$ cat src/rtl/pdp8_tt_pkg.sv
// rtl/pdp8_tt_pkg.sv - shared constants, IOT pulse decode and tx FSM encoding for pdp8_tt_multi
package pdp8_tt_pkg;

  localparam logic [3:0] ST_F0 = 4'd0;
  localparam logic [3:0] ST_F1 = 4'd1;
  localparam logic [3:0] ST_F2 = 4'd2;
  localparam logic [3:0] ST_F3 = 4'd3;

  localparam int IOT_P1 = 0;
  localparam int IOT_P2 = 1;
  localparam int IOT_P4 = 2;

  localparam logic [1:0] TX_ST_IDLE  = 2'd0;
  localparam logic [1:0] TX_ST_SEND  = 2'd1;
  localparam logic [1:0] TX_ST_DELAY = 2'd2;

  typedef struct packed {
    logic p4;
    logic p2;
    logic p1;
  } iot_pulse_t;

  function automatic iot_pulse_t iot_decode(input logic [2:0] pulses);
    iot_pulse_t p;
    p.p1 = pulses[IOT_P1];
    p.p2 = pulses[IOT_P2];
    p.p4 = pulses[IOT_P4];
    return p;
  endfunction

endpackage

$ cat src/rtl/pdp8_tt_multi_if.sv
// rtl/pdp8_tt_multi_if.sv - CPU IOT bus plus host rx/tx character streams for pdp8_tt_multi
interface pdp8_tt_multi_if #(
  parameter int DATA_W = 8
);
  logic              iot;
  logic [3:0]        state;
  logic [11:0]       mb;
  logic [5:0]        io_select;
  logic [11:0]       io_data_in;
  logic [11:0]       io_data_out;
  logic              io_selected;
  logic              io_data_avail;
  logic              io_interrupt;
  logic              io_skip;
  logic              rx_valid;
  logic [DATA_W-1:0] rx_char;
  logic              rx_ready;
  logic              tx_valid;
  logic [DATA_W-1:0] tx_char;
  logic              tx_ready;

  modport master (
    output iot, state, mb, io_select, io_data_in, rx_valid, rx_char, tx_ready,
    input  io_data_out, io_selected, io_data_avail, io_interrupt, io_skip,
           rx_ready, tx_valid, tx_char
  );

  modport slave (
    input  iot, state, mb, io_select, io_data_in, rx_valid, rx_char, tx_ready,
    output io_data_out, io_selected, io_data_avail, io_interrupt, io_skip,
           rx_ready, tx_valid, tx_char
  );
endinterface

$ cat src/rtl/pdp8_tt_rxfifo.sv
// rtl/pdp8_tt_rxfifo.sv - keyboard receive buffer; RX_DEPTH entries with TT_RX_FIFO_EN, else one holding register
module pdp8_tt_rxfifo #(
  parameter int DATA_W   = 8,
  parameter int RX_DEPTH = 4
) (
  input  logic              clk,
  input  logic              reset,
  input  logic              push_i,
  input  logic [DATA_W-1:0] push_data_i,
  input  logic              pop_i,
  output logic [DATA_W-1:0] head_o,
  output logic              empty_o,
  output logic              full_o
);

`ifdef TT_RX_FIFO_EN
  localparam int DEPTH = RX_DEPTH;
`else
  // RX_DEPTH has no effect here; the buffer is a single holding register.
  localparam int DEPTH = (RX_DEPTH > 0) ? 1 : 1;
`endif
  localparam int PTR_W = (DEPTH > 1) ? $clog2(DEPTH) : 1;
  localparam int CNT_W = $clog2(DEPTH + 1);

  logic [DATA_W-1:0] mem_q [DEPTH];
  logic [PTR_W-1:0]  wr_q, rd_q;
  logic [CNT_W-1:0]  count_q;
  logic              do_push, do_pop;

  function automatic logic [PTR_W-1:0] ptr_next(input logic [PTR_W-1:0] p);
    return (p == PTR_W'(DEPTH - 1)) ? '0 : p + PTR_W'(1);
  endfunction

  assign empty_o = (count_q == '0);
  assign full_o  = (count_q == CNT_W'(DEPTH));
  assign do_push = push_i && !full_o;
  assign do_pop  = pop_i && !empty_o;
  assign head_o  = empty_o ? '0 : mem_q[rd_q];

  always_ff @(posedge clk) begin
    if (reset) begin
      wr_q    <= '0;
      rd_q    <= '0;
      count_q <= '0;
    end else begin
      if (do_push) begin
        mem_q[wr_q] <= push_data_i;
        wr_q        <= ptr_next(wr_q);
      end
      if (do_pop) begin
        rd_q <= ptr_next(rd_q);
      end
      case ({do_push, do_pop})
        2'b10:   count_q <= count_q + CNT_W'(1);
        2'b01:   count_q <= count_q - CNT_W'(1);
        default: count_q <= count_q;
      endcase
    end
  end

endmodule

$ cat src/rtl/pdp8_tt_multi.sv
// rtl/pdp8_tt_multi.sv - KL8E-style keyboard/printer IOT decoder with host streams
// Optional TT_RX_FIFO_EN selects a multi-entry receive FIFO (handled in pdp8_tt_rxfifo).
module pdp8_tt_multi
  import pdp8_tt_pkg::*;
#(
  parameter logic [5:0] RX_DEV   = 6'o03,
  parameter logic [5:0] TX_DEV   = 6'o04,
  parameter int         DATA_W   = 8,
  parameter int         TX_DELAY = 20,
  parameter int         RX_DEPTH = 4
) (
  input  logic             clk,
  input  logic             reset,
  pdp8_tt_multi_if.slave   bus
);

  localparam int CNT_W = (TX_DELAY < 1) ? 1 : $clog2(TX_DELAY + 1);

  iot_pulse_t        p;
  logic              f1_iot, rx_hit, tx_hit;
  logic              rx_push, rx_pop, rx_empty, rx_full, rx_flag;
  logic [DATA_W-1:0] rx_head;
  logic [11:0]       head_ext;
  logic              unused_mb;

  logic [1:0]        tx_state_q, tx_state_d;
  logic [CNT_W-1:0]  cnt_q, cnt_d;
  logic [DATA_W-1:0] tx_char_q, tx_char_d;
  logic              tx_flag_q, tx_flag_d;
  logic              int_en_q, int_en_d;

  logic              io_selected, io_skip;
  logic [11:0]       io_data_out;

  assign p         = iot_decode(bus.mb[2:0]);
  assign unused_mb = ^bus.mb[11:3];
  assign f1_iot    = bus.iot && (bus.state == ST_F1);
  assign rx_hit    = f1_iot && (bus.io_select == RX_DEV);
  assign tx_hit    = f1_iot && (bus.io_select == TX_DEV);

  assign rx_push   = bus.rx_valid && !rx_full;
  assign rx_pop    = rx_hit && p.p2;
  assign rx_flag   = !rx_empty;
  assign head_ext  = 12'(rx_head);

  pdp8_tt_rxfifo #(
    .DATA_W   (DATA_W),
    .RX_DEPTH (RX_DEPTH)
  ) u_rxfifo (
    .clk         (clk),
    .reset       (reset),
    .push_i      (rx_push),
    .push_data_i (bus.rx_char),
    .pop_i       (rx_pop),
    .head_o      (rx_head),
    .empty_o     (rx_empty),
    .full_o      (rx_full)
  );

  always_comb begin
    io_selected = 1'b0;
    io_skip     = 1'b0;
    io_data_out = bus.io_data_in;
    if (rx_hit) begin
      io_selected = 1'b1;
      if (p.p1 && !p.p4) io_skip = rx_flag;
      if (p.p4 && p.p2) begin
        io_data_out = head_ext;
      end else if (p.p4 && !p.p1) begin
        io_data_out = bus.io_data_in | head_ext;
      end else if (p.p2 && !p.p1 && !p.p4) begin
        io_data_out = '0;
      end
    end else if (tx_hit) begin
      io_selected = 1'b1;
      if (p.p1) io_skip = tx_flag_q;
    end
  end

  always_comb begin
    tx_state_d = tx_state_q;
    cnt_d      = cnt_q;
    tx_char_d  = tx_char_q;
    tx_flag_d  = tx_flag_q;
    int_en_d   = int_en_q;

    if (rx_hit && p.p1 && p.p4 && !p.p2) int_en_d = bus.io_data_in[0];
    if (tx_hit && !p.p1 && !p.p2 && !p.p4) tx_flag_d = 1'b1;
    if (tx_hit && p.p2) tx_flag_d = 1'b0;

    // Flag-only IOTs never disturb a character already handed to the host.
    case (tx_state_q)
      TX_ST_IDLE: begin
        if (tx_hit && p.p4) begin
          tx_char_d  = bus.io_data_in[DATA_W-1:0];
          tx_state_d = TX_ST_SEND;
        end
      end
      TX_ST_SEND: begin
        if (bus.tx_ready) begin
          cnt_d      = CNT_W'(TX_DELAY);
          tx_state_d = TX_ST_DELAY;
        end
      end
      TX_ST_DELAY: begin
        if (bus.state == ST_F3) begin
          if (cnt_q == '0) begin
            tx_flag_d  = 1'b1;
            tx_state_d = TX_ST_IDLE;
          end else begin
            cnt_d = cnt_q - CNT_W'(1);
          end
        end
      end
      default: tx_state_d = TX_ST_IDLE;
    endcase
  end

  always_ff @(posedge clk) begin
    if (reset) begin
      tx_state_q <= TX_ST_IDLE;
      cnt_q      <= '0;
      tx_char_q  <= '0;
      tx_flag_q  <= 1'b0;
      int_en_q   <= 1'b1;
    end else begin
      tx_state_q <= tx_state_d;
      cnt_q      <= cnt_d;
      tx_char_q  <= tx_char_d;
      tx_flag_q  <= tx_flag_d;
      int_en_q   <= int_en_d;
    end
  end

  assign bus.io_selected   = io_selected;
  assign bus.io_skip       = io_skip;
  assign bus.io_data_out   = io_data_out;
  assign bus.io_data_avail = 1'b1;
  assign bus.io_interrupt  = int_en_q && (rx_flag || tx_flag_q);
  assign bus.rx_ready      = !rx_full;
  assign bus.tx_valid      = (tx_state_q == TX_ST_SEND);
  assign bus.tx_char       = tx_char_q;

endmodule

$ cat src/flat_wrapper.sv
// flat-port wrapper written by rule: the top's interface ports become plain ports
module pdp8_tt_multi_flat import pdp8_tt_pkg::*;
#(
  parameter logic [5:0] RX_DEV   = 6'o03,
  parameter logic [5:0] TX_DEV   = 6'o04,
  parameter int         DATA_W   = 8,
  parameter int         TX_DELAY = 20,
  parameter int         RX_DEPTH = 4
)
  (clk, reset, bus_iot, bus_state, bus_mb, bus_io_select, bus_io_data_in, bus_rx_valid, bus_rx_char, bus_tx_ready, bus_io_data_out, bus_io_selected, bus_io_data_avail, bus_io_interrupt, bus_io_skip, bus_rx_ready, bus_tx_valid, bus_tx_char);
  pdp8_tt_multi_if #(.DATA_W(DATA_W)) bus_i ();
  input  logic clk;
  input  logic reset;
  input wire logic [$bits(bus_i.iot)-1:0] bus_iot;
  input wire logic [$bits(bus_i.state)-1:0] bus_state;
  input wire logic [$bits(bus_i.mb)-1:0] bus_mb;
  input wire logic [$bits(bus_i.io_select)-1:0] bus_io_select;
  input wire logic [$bits(bus_i.io_data_in)-1:0] bus_io_data_in;
  input wire logic [$bits(bus_i.rx_valid)-1:0] bus_rx_valid;
  input wire logic [$bits(bus_i.rx_char)-1:0] bus_rx_char;
  input wire logic [$bits(bus_i.tx_ready)-1:0] bus_tx_ready;
  output wire logic [$bits(bus_i.io_data_out)-1:0] bus_io_data_out;
  output wire logic [$bits(bus_i.io_selected)-1:0] bus_io_selected;
  output wire logic [$bits(bus_i.io_data_avail)-1:0] bus_io_data_avail;
  output wire logic [$bits(bus_i.io_interrupt)-1:0] bus_io_interrupt;
  output wire logic [$bits(bus_i.io_skip)-1:0] bus_io_skip;
  output wire logic [$bits(bus_i.rx_ready)-1:0] bus_rx_ready;
  output wire logic [$bits(bus_i.tx_valid)-1:0] bus_tx_valid;
  output wire logic [$bits(bus_i.tx_char)-1:0] bus_tx_char;
  assign bus_i.iot = bus_iot;
  assign bus_i.state = bus_state;
  assign bus_i.mb = bus_mb;
  assign bus_i.io_select = bus_io_select;
  assign bus_i.io_data_in = bus_io_data_in;
  assign bus_i.rx_valid = bus_rx_valid;
  assign bus_i.rx_char = bus_rx_char;
  assign bus_i.tx_ready = bus_tx_ready;
  assign bus_io_data_out = bus_i.io_data_out;
  assign bus_io_selected = bus_i.io_selected;
  assign bus_io_data_avail = bus_i.io_data_avail;
  assign bus_io_interrupt = bus_i.io_interrupt;
  assign bus_io_skip = bus_i.io_skip;
  assign bus_rx_ready = bus_i.rx_ready;
  assign bus_tx_valid = bus_i.tx_valid;
  assign bus_tx_char = bus_i.tx_char;
  pdp8_tt_multi #(.RX_DEV(RX_DEV), .TX_DEV(TX_DEV), .DATA_W(DATA_W), .TX_DELAY(TX_DELAY), .RX_DEPTH(RX_DEPTH)) u_core (.clk(clk), .reset(reset), .bus(bus_i));
endmodule
$ cat config.mk
export PLATFORM = sky130hd
export DESIGN_NAME = pdp8_tt_multi_flat
export DESIGN_NICKNAME = d
export VERILOG_FILES = /design/src/rtl/pdp8_tt_pkg.sv /design/src/rtl/pdp8_tt_multi_if.sv /design/src/rtl/pdp8_tt_rxfifo.sv /design/src/rtl/pdp8_tt_multi.sv /design/src/flat_wrapper.sv
export SDC_FILE = /design/constraint.sdc
export NUM_CORES = 1
export LEC_CHECK = 0
export CAP_MARGIN = 15
export CORE_MARGIN = 5
export CORE_UTILIZATION = 34
export CTS_BUF_LIST = sky130_fd_sc_hd__clkbuf_16
export CTS_CLUSTER_SIZE = 12
export DETAILED_ROUTE_END_ITERATION = 12
export GPL_ROUTABILITY_DRIVEN = 0
export PLACE_DENSITY = 0.75
export SYNTH_ARGS = -nofsm -noshare
export SYNTH_HDL_FRONTEND = slang
export SYNTH_SLANG_ARGS = --single-unit
$ cat constraint.sdc
create_clock -name clk -period 2.5 [get_ports clk]
set_input_delay 0.5 -clock clk [delete_from_list [all_inputs] [get_ports clk]]
set_output_delay 0.5 -clock clk [all_outputs]
set_load 0.1 [all_outputs]
# --- After elaboration in Yosys (flattened, before gate mapping) ---
# Memory sizes are Yosys's and may differ from the RTL's.
# Index checks and enable logic that the tools add are counted.
op_classes:
  add_sub_neg: 3
  n_eq_ne: 13
  n_mux: 29
  bitwise: 1
  reduce_logical: 33
op_table:
  columns: ["operator", "count"]
  rows:
  - ["2-to-1 mux 12 bit", 4]
  - ["logical AND 1 bit", 21]
  - ["2-to-1 mux 5 bit", 3]
  - ["2-to-1 mux 1 bit", 14]
  - ["OR 12 x 8 -> 12 bit", 1]
  - ["one-hot mux 5 bit (2 select lines)", 1]
  - ["2-to-1 mux 2 bit", 4]
  - ["2-to-1 mux 8 bit", 1]
  - ["AND reduction 4 bit", 2]
  - ["== test 6 x 2 -> 1 bit, second input constant", 1]
  - ["== test 6 x 3 -> 1 bit, second input constant", 1]
  - ["inequality test 2 x 1 -> 1 bit, second input constant", 3]
  - ["one-hot mux 2 bit (3 select lines)", 1]
  - ["zero test 5 bit", 1]
  - ["subtractor 5 x 1 -> 5 bit, second input constant", 1]
  - ["== test 2 x 1 -> 1 bit, second input constant", 2]
  - ["== test 2 bit, second input constant", 2]
  - ["== test 4 x 1 -> 1 bit, second input constant", 1]
  - ["== test 4 x 2 -> 1 bit, second input constant", 1]
  - ["zero test 1 bit", 4]
  - ["inequality test 2 bit, second input constant", 2]
  - ["nonzero test 2 bit", 2]
  - ["zero test 2 bit", 1]
  - ["one-hot mux 1 bit (2 select lines)", 1]
  - ["other kinds (4)", 4]
totals:
  regBits: 18
  ramBits: 8
  inputBits: 47
  output_inout_bits: 26
  word_cells: 86
  memories: 1
memory_table:
  columns: ["memory", "depth", "word_bits", "read_ports", "rd_clocked_by_memory_dff", "wr", "line", "source"]
  rows:
  - ["u_core.u_rxfifo.mem_q", 1, 8, 1, 0, 1, "pdp8_tt_rxfifo.sv:25", "logic [DATA_W-1:0] mem_q [DEPTH];"]

# --- Logic depth before layout (Yosys ltp) ---
logic_depth:
  ltp_word: 11
  depth_mapped: 6
  depth_no_buf: 6

# --- Hierarchy ---
# A second synthesis with hierarchy kept.
unflattened:
  cells_unflattened: 137
  area_unflattened_um2: 1382.6
by_module_without_submodules:
  columns: ["mod", "instances", "cells_each", "area_each_um2"]
  rows:
  - ["pdp8_tt_multi", 1, 115, 1027.2]
  - ["pdp8_tt_rxfifo", 1, 22, 355.3]

# --- Worst setup path after synthesis ---
# Ideal clock, no wire load.
synth_path:
  kind: "input -> output"
  start: "input bus_io_select[3]"
  end: "output bus_io_skip"
  arrival_ns: 2.876
  required_time_ns: 2.000
  slack_ns: -0.876
  cell_stages: 4
  path_buffers: 0
  path_cell_list: "or4b_4 nor4_4 a32oi_1 nor2_1"
synth_between:
  elab_chain_cells: 4
  elab_cells_between_ends: 6
  cone_classes: "2 x eq/ne; 2 x mux; 2 x reduce/logical"
synth_rtl:
  columns: ["element", "line", "source"]
  rows:
  - ["from (decl)", "flat_wrapper.sv:17", "input wire logic [$bits(bus_i.io_select)-1:0] bus_io_select;"]
  - ["== test 6 x 3 -> 1 bit", "pdp8_tt_multi.sv:39", "assign tx_hit = f1_iot && (bus.io_select == TX_DEV);"]
  - ["logical AND 1 bit", "pdp8_tt_multi.sv:39", null]
  - ["2-to-1 mux 1 bit", "pdp8_tt_multi.sv:74", "end else if (tx_hit) begin"]
  - ["2-to-1 mux 1 bit (*)", "pdp8_tt_multi.sv:64", "if (rx_hit) begin"]
  - ["to (decl)", "flat_wrapper.sv:26", "output wire logic [$bits(bus_i.io_skip)-1:0] bus_io_skip;"]
# Mark *: on every way between the ends. The rest lies on a longest branch, timed or not.

# --- Worst setup path after layout ---
layout_path:
  start: "input bus_io_select[3]"
  end: "output bus_io_data_out[3]"
layout_between:
  elab_chain_cells: 3
layout_rtl:
  columns: ["element", "line", "source"]
  rows:
  - ["== test 6 x 2 -> 1 bit", "pdp8_tt_multi.sv:38", "assign rx_hit = f1_iot && (bus.io_select == RX_DEV);"]
  - ["logical AND 1 bit", "pdp8_tt_multi.sv:38", null]
  - ["2-to-1 mux 12 bit", "pdp8_tt_multi.sv:64", null]
  - ["to (decl)", "flat_wrapper.sv:22", "output wire logic [$bits(bus_i.io_data_out)-1:0] bus_io_data_out;"]
# Every way passes these cells.

==> flow_metrics.env <==
export IMPL_outcome="finished, violations left"
export IMPL_failed_checks="setup timing"
export IMPL_ys_ff_latch=26
export IMPL_synth_top_family_by_area="simple AND/OR/NAND/NOR gates"
export IMPL_p_total_uw=1080
export IMPL_via_per_inst=5.07
export IMPL_insertion_delay_ps=260
export IMPL_grt_use_total_pct=15.5
export IMPL_syn_inst=125
export IMPL_place_inst=241
export IMPL_hold_ws_ps=491
export IMPL_cpLargestDelayFamily="simple AND/OR/NAND/NOR gates"
export IMPL_fp_row_count=22
export IMPL_switching_share_pct=27.9
export IMPL_drt_iter0_markers=68
export IMPL_critPathLaunchType="input port"
export IMPL_crit_required_ps=2000
export IMPL_worstPathMaxFanout=8
export IMPL_cts_hold_buf=0
export IMPL_nFillCells=288
export IMPL_most_common_layout_cells="29 x clkdlybuf4s50_1, 23 x buf_4, 18 x dfxtp_1"
export IMPL_fin_crit_sh_pct=108
export IMPL_syn_nets=174
export IMPL_synth_adder_area_share_pct=1.94
export IMPL_rsz0062_at_grt="true"
export IMPL_pwr_density_cell_nw_per_um2=460
export IMPL_pwr_share_seq_pct=41.5
export IMPL_place_area_um2=2220
export IMPL_drc=0
export IMPL_synthXorXnorAreaFrac_pct=1.36
export IMPL_synth_simple_area_share_pct=23.6
export IMPL_critPathBufInv=4
export IMPL_dp_hpwl_um=3120
export IMPL_root_buffer="clkbuf_16"
export IMPL_diodes=0
export IMPL_clock_sinks=26
export IMPL_grt_pass1_wl_um=6260
export IMPL_hp_class="flip-flop to flip-flop"
export IMPL_yosysSeqAreaShare_pct=46.5
export IMPL_path_class="input port to output pin"
export IMPL_drtAntennaViolNets=0
export IMPL_drive_gt1_share_pct=35.8
export IMPL_io_pins=73
export IMPL_port_buffers=62
export IMPL_grt_max_degree=20
export IMPL_netlist_area_um2=1290
export IMPL_p_leak_uw=0.00102
export IMPL_stdcell_area_um2=2360
export IMPL_finalMaxSlewViolations=0
export IMPL_synth_area_mux_share_pct=6.98
export IMPL_path_cells="buf_6, or4b_4, nor4_4, buf_6, o2111a_2, buf_12, a22o_4, buf_12"
export IMPL_yosys_warnings=0
export IMPL_syn_area_per_cell_um2=10.3
export IMPL_slowest_delay_ps=540
export IMPL_first_global_vias=1336
export IMPL_cts_made_buffers=3
export IMPL_cts_tree="yes"
export IMPL_cp_arrival_ps=2210
export IMPL_clock_path_buffers=2
export IMPL_finalWorstSetupSlack_ps=-211
export IMPL_path_clk_slew_ps=60
export IMPL_slowest_stage="or4b_4"
export IMPL_power_switching_uw=303
export IMPL_combPwrFrac_pct=26.4
export IMPL_routed_wl_um=3950
export IMPL_vdd_drop_max_mv=0.445
export IMPL_intPower_uw=781
export IMPL_firstDrtPassIters=4
export IMPL_synth_compound_area_share_pct=14.6
export IMPL_p_clk_share_pct=32.1
export IMPL_timing_fmax_mhz=369
export IMPL_antenna_found_initial=0
export IMPL_final_common_cell="clkdlybuf4s50_1"
export IMPL_period_minus_slack_ps=2710
export IMPL_vias=1263
export IMPL_finalSetupViolCount=14
export IMPL_core_area_um2=3660
export IMPL_fin_worst_skew_ps=2.02
export IMPL_cp_end_kind="output pin"
export IMPL_die_h_um=71.6
export IMPL_fp_dieArea_um2=5130
export IMPL_final_net_count=251
export IMPL_initial_utilization_pct=35.3
export IMPL_yosysUniqueCellTypes=40
export IMPL_drv_cap=0
export IMPL_hold_viol=0
export IMPL_overflow=0
export IMPL_wl_per_cell_um=15.8
export IMPL_fin_cells=249
export IMPL_dieWidth_um=71.6
export IMPL_area_delta_synth_final_pct=82.6
export IMPL_htree_levels=1
[worst reg2reg max path: stages (launching register included)]
cell and delay [ps]:
dfxtp_1 320, inv_1 100, ha_1 150, or4b_1 530
or4_1 490, o32ai_1 270
[flip-flops by register name (all words and copies together), names as in the netlist]
name	cells
u_core.int_en_q	1
u_core.u_rxfifo.full_o	1
u_core.cnt_q	5
u_core.tx_flag_q	1
u_core.u_rxfifo.mem_q	8
u_core.tx_state_q	2
u_core.bus.tx_char	8
[synthesized netlist by cell type]
cell type / instances / area [um^2]
dfxtp_1: 18 / 360
nor2_1: 14 / 52.6
mux2i_1: 9 / 90.1
a22o_1: 8 / 70.1
edfxtp_1: 8 / 240
inv_1: 8 / 30.0
a21oi_1: 4 / 20.0
and2_1: 4 / 25.0
nand2_1: 4 / 15.0
a31oi_1: 3 / 18.8
clkbuf_1: 3 / 11.3
nand3_1: 3 / 15.0
nand4_1: 3 / 18.8
nor3_1: 3 / 15.0
nor3b_1: 3 / 22.5
ha_1: 2 / 25.0
or2_2: 2 / 12.5
or3_1: 2 / 12.5
or4b_4: 2 / 27.5
xor2_1: 2 / 17.5
a21o_1: 1 / 7.51
a31o_2: 1 / 8.76
a32oi_1: 1 / 8.76
and3_1: 1 / 6.26
buf_4: 1 / 7.51
buf_6: 1 / 11.3
conb_1: 1 / 3.75
nand3b_1: 1 / 7.51
nand4b_1: 1 / 8.76
nand4bb_1: 1 / 11.3
nor2b_1: 1 / 6.26
nor4_4: 1 / 21.3
nor4bb_1: 1 / 10.0
o2111a_2: 1 / 12.5
o211ai_4: 1 / 21.3
o21a_1: 1 / 7.51
o21ai_0: 1 / 5.00
o32ai_1: 1 / 8.76
or4_1: 1 / 7.51
or4b_1: 1 / 10.0
[logic make-up (layout without fill, tap and decap cells)]
logic type               count (synthesis)  in the layout
adder cells (fa/ha/maj)                  2              2
other                                    1              1
multiplexers                             9              9
XOR/XNOR                                 2              2
buffers and inverters                   13             88
AO/OA/AOI/OAI                           23             24
flip-flops                              26             26
AND/OR/NAND/NOR                         49             49
[worst paths after layout]
kind | slack (ps) | depth (start not counted) | from | end
max | -210 | 8 | bus_io_select[3] | bus_io_data_out[3]
min | 490 | 2 | u_core.cnt_q[1] | u_core.cnt_q[1]
max reg2reg | 550 | 5 | u_core.cnt_q[0] | u_core.tx_flag_q
min reg2reg | 490 | 2 | u_core.cnt_q[1] | u_core.cnt_q[1]
[per-stage QoR]
stage	setup WS, ps	util, %	TNS, ps
floorplan	-172	-	-1530
global placement	-606	60.8	-7540
detailed placement	-658	60.8	-8280
CTS	-234	64.3	-2210
global route	-251	64.4	-2490
finish	-211	64.4	-1980
[power groups by stage]
stage | combinational (uW) | sequential (uW) | clock (uW)
final | 286 | 450 | 348
after global routing | 295 | 450 | 380
after CTS | 286 | 450 | 359
after detailed placement | 285 | 459 | 0
after global placement | 281 | 458 | 0
after floorplan | 154 | 457 | 0
[layout make-up]
type                            count  area (um^2)  area share, %
Sequential cell                    26          601           25.5
Clock inverter                      1         3.75          0.159
Timing Repair Buffer               76          838           35.6
Clock buffer                        3         75.1           3.18
Inverter                            8         30.0           1.27
Tap cell                           48         60.1           2.55
Multi-Input combinational cell     87          749           31.8
[repair_timing]
item                       CTS  global route
pin swaps                    6             3
gates cloned                 1             0
gates resized for setup     31             3
setup buffers                3             0
setup endpoints to repair   14            14
[metal layers]
| layer | vias to the layer above | global-route usage, % | routed length, um |
|---|---|---|---|
| li1 | 611 | - | - |
| met5 | - | 0 | 0 |
| met1 | 599 | 16.1 | 1430 |
| met2 | 40 | 29.0 | 2190 |
| met3 | 13 | 4.49 | 204 |
| met4 | 0 | 6.05 | 114 |
(Power assumes the default switching activity.)
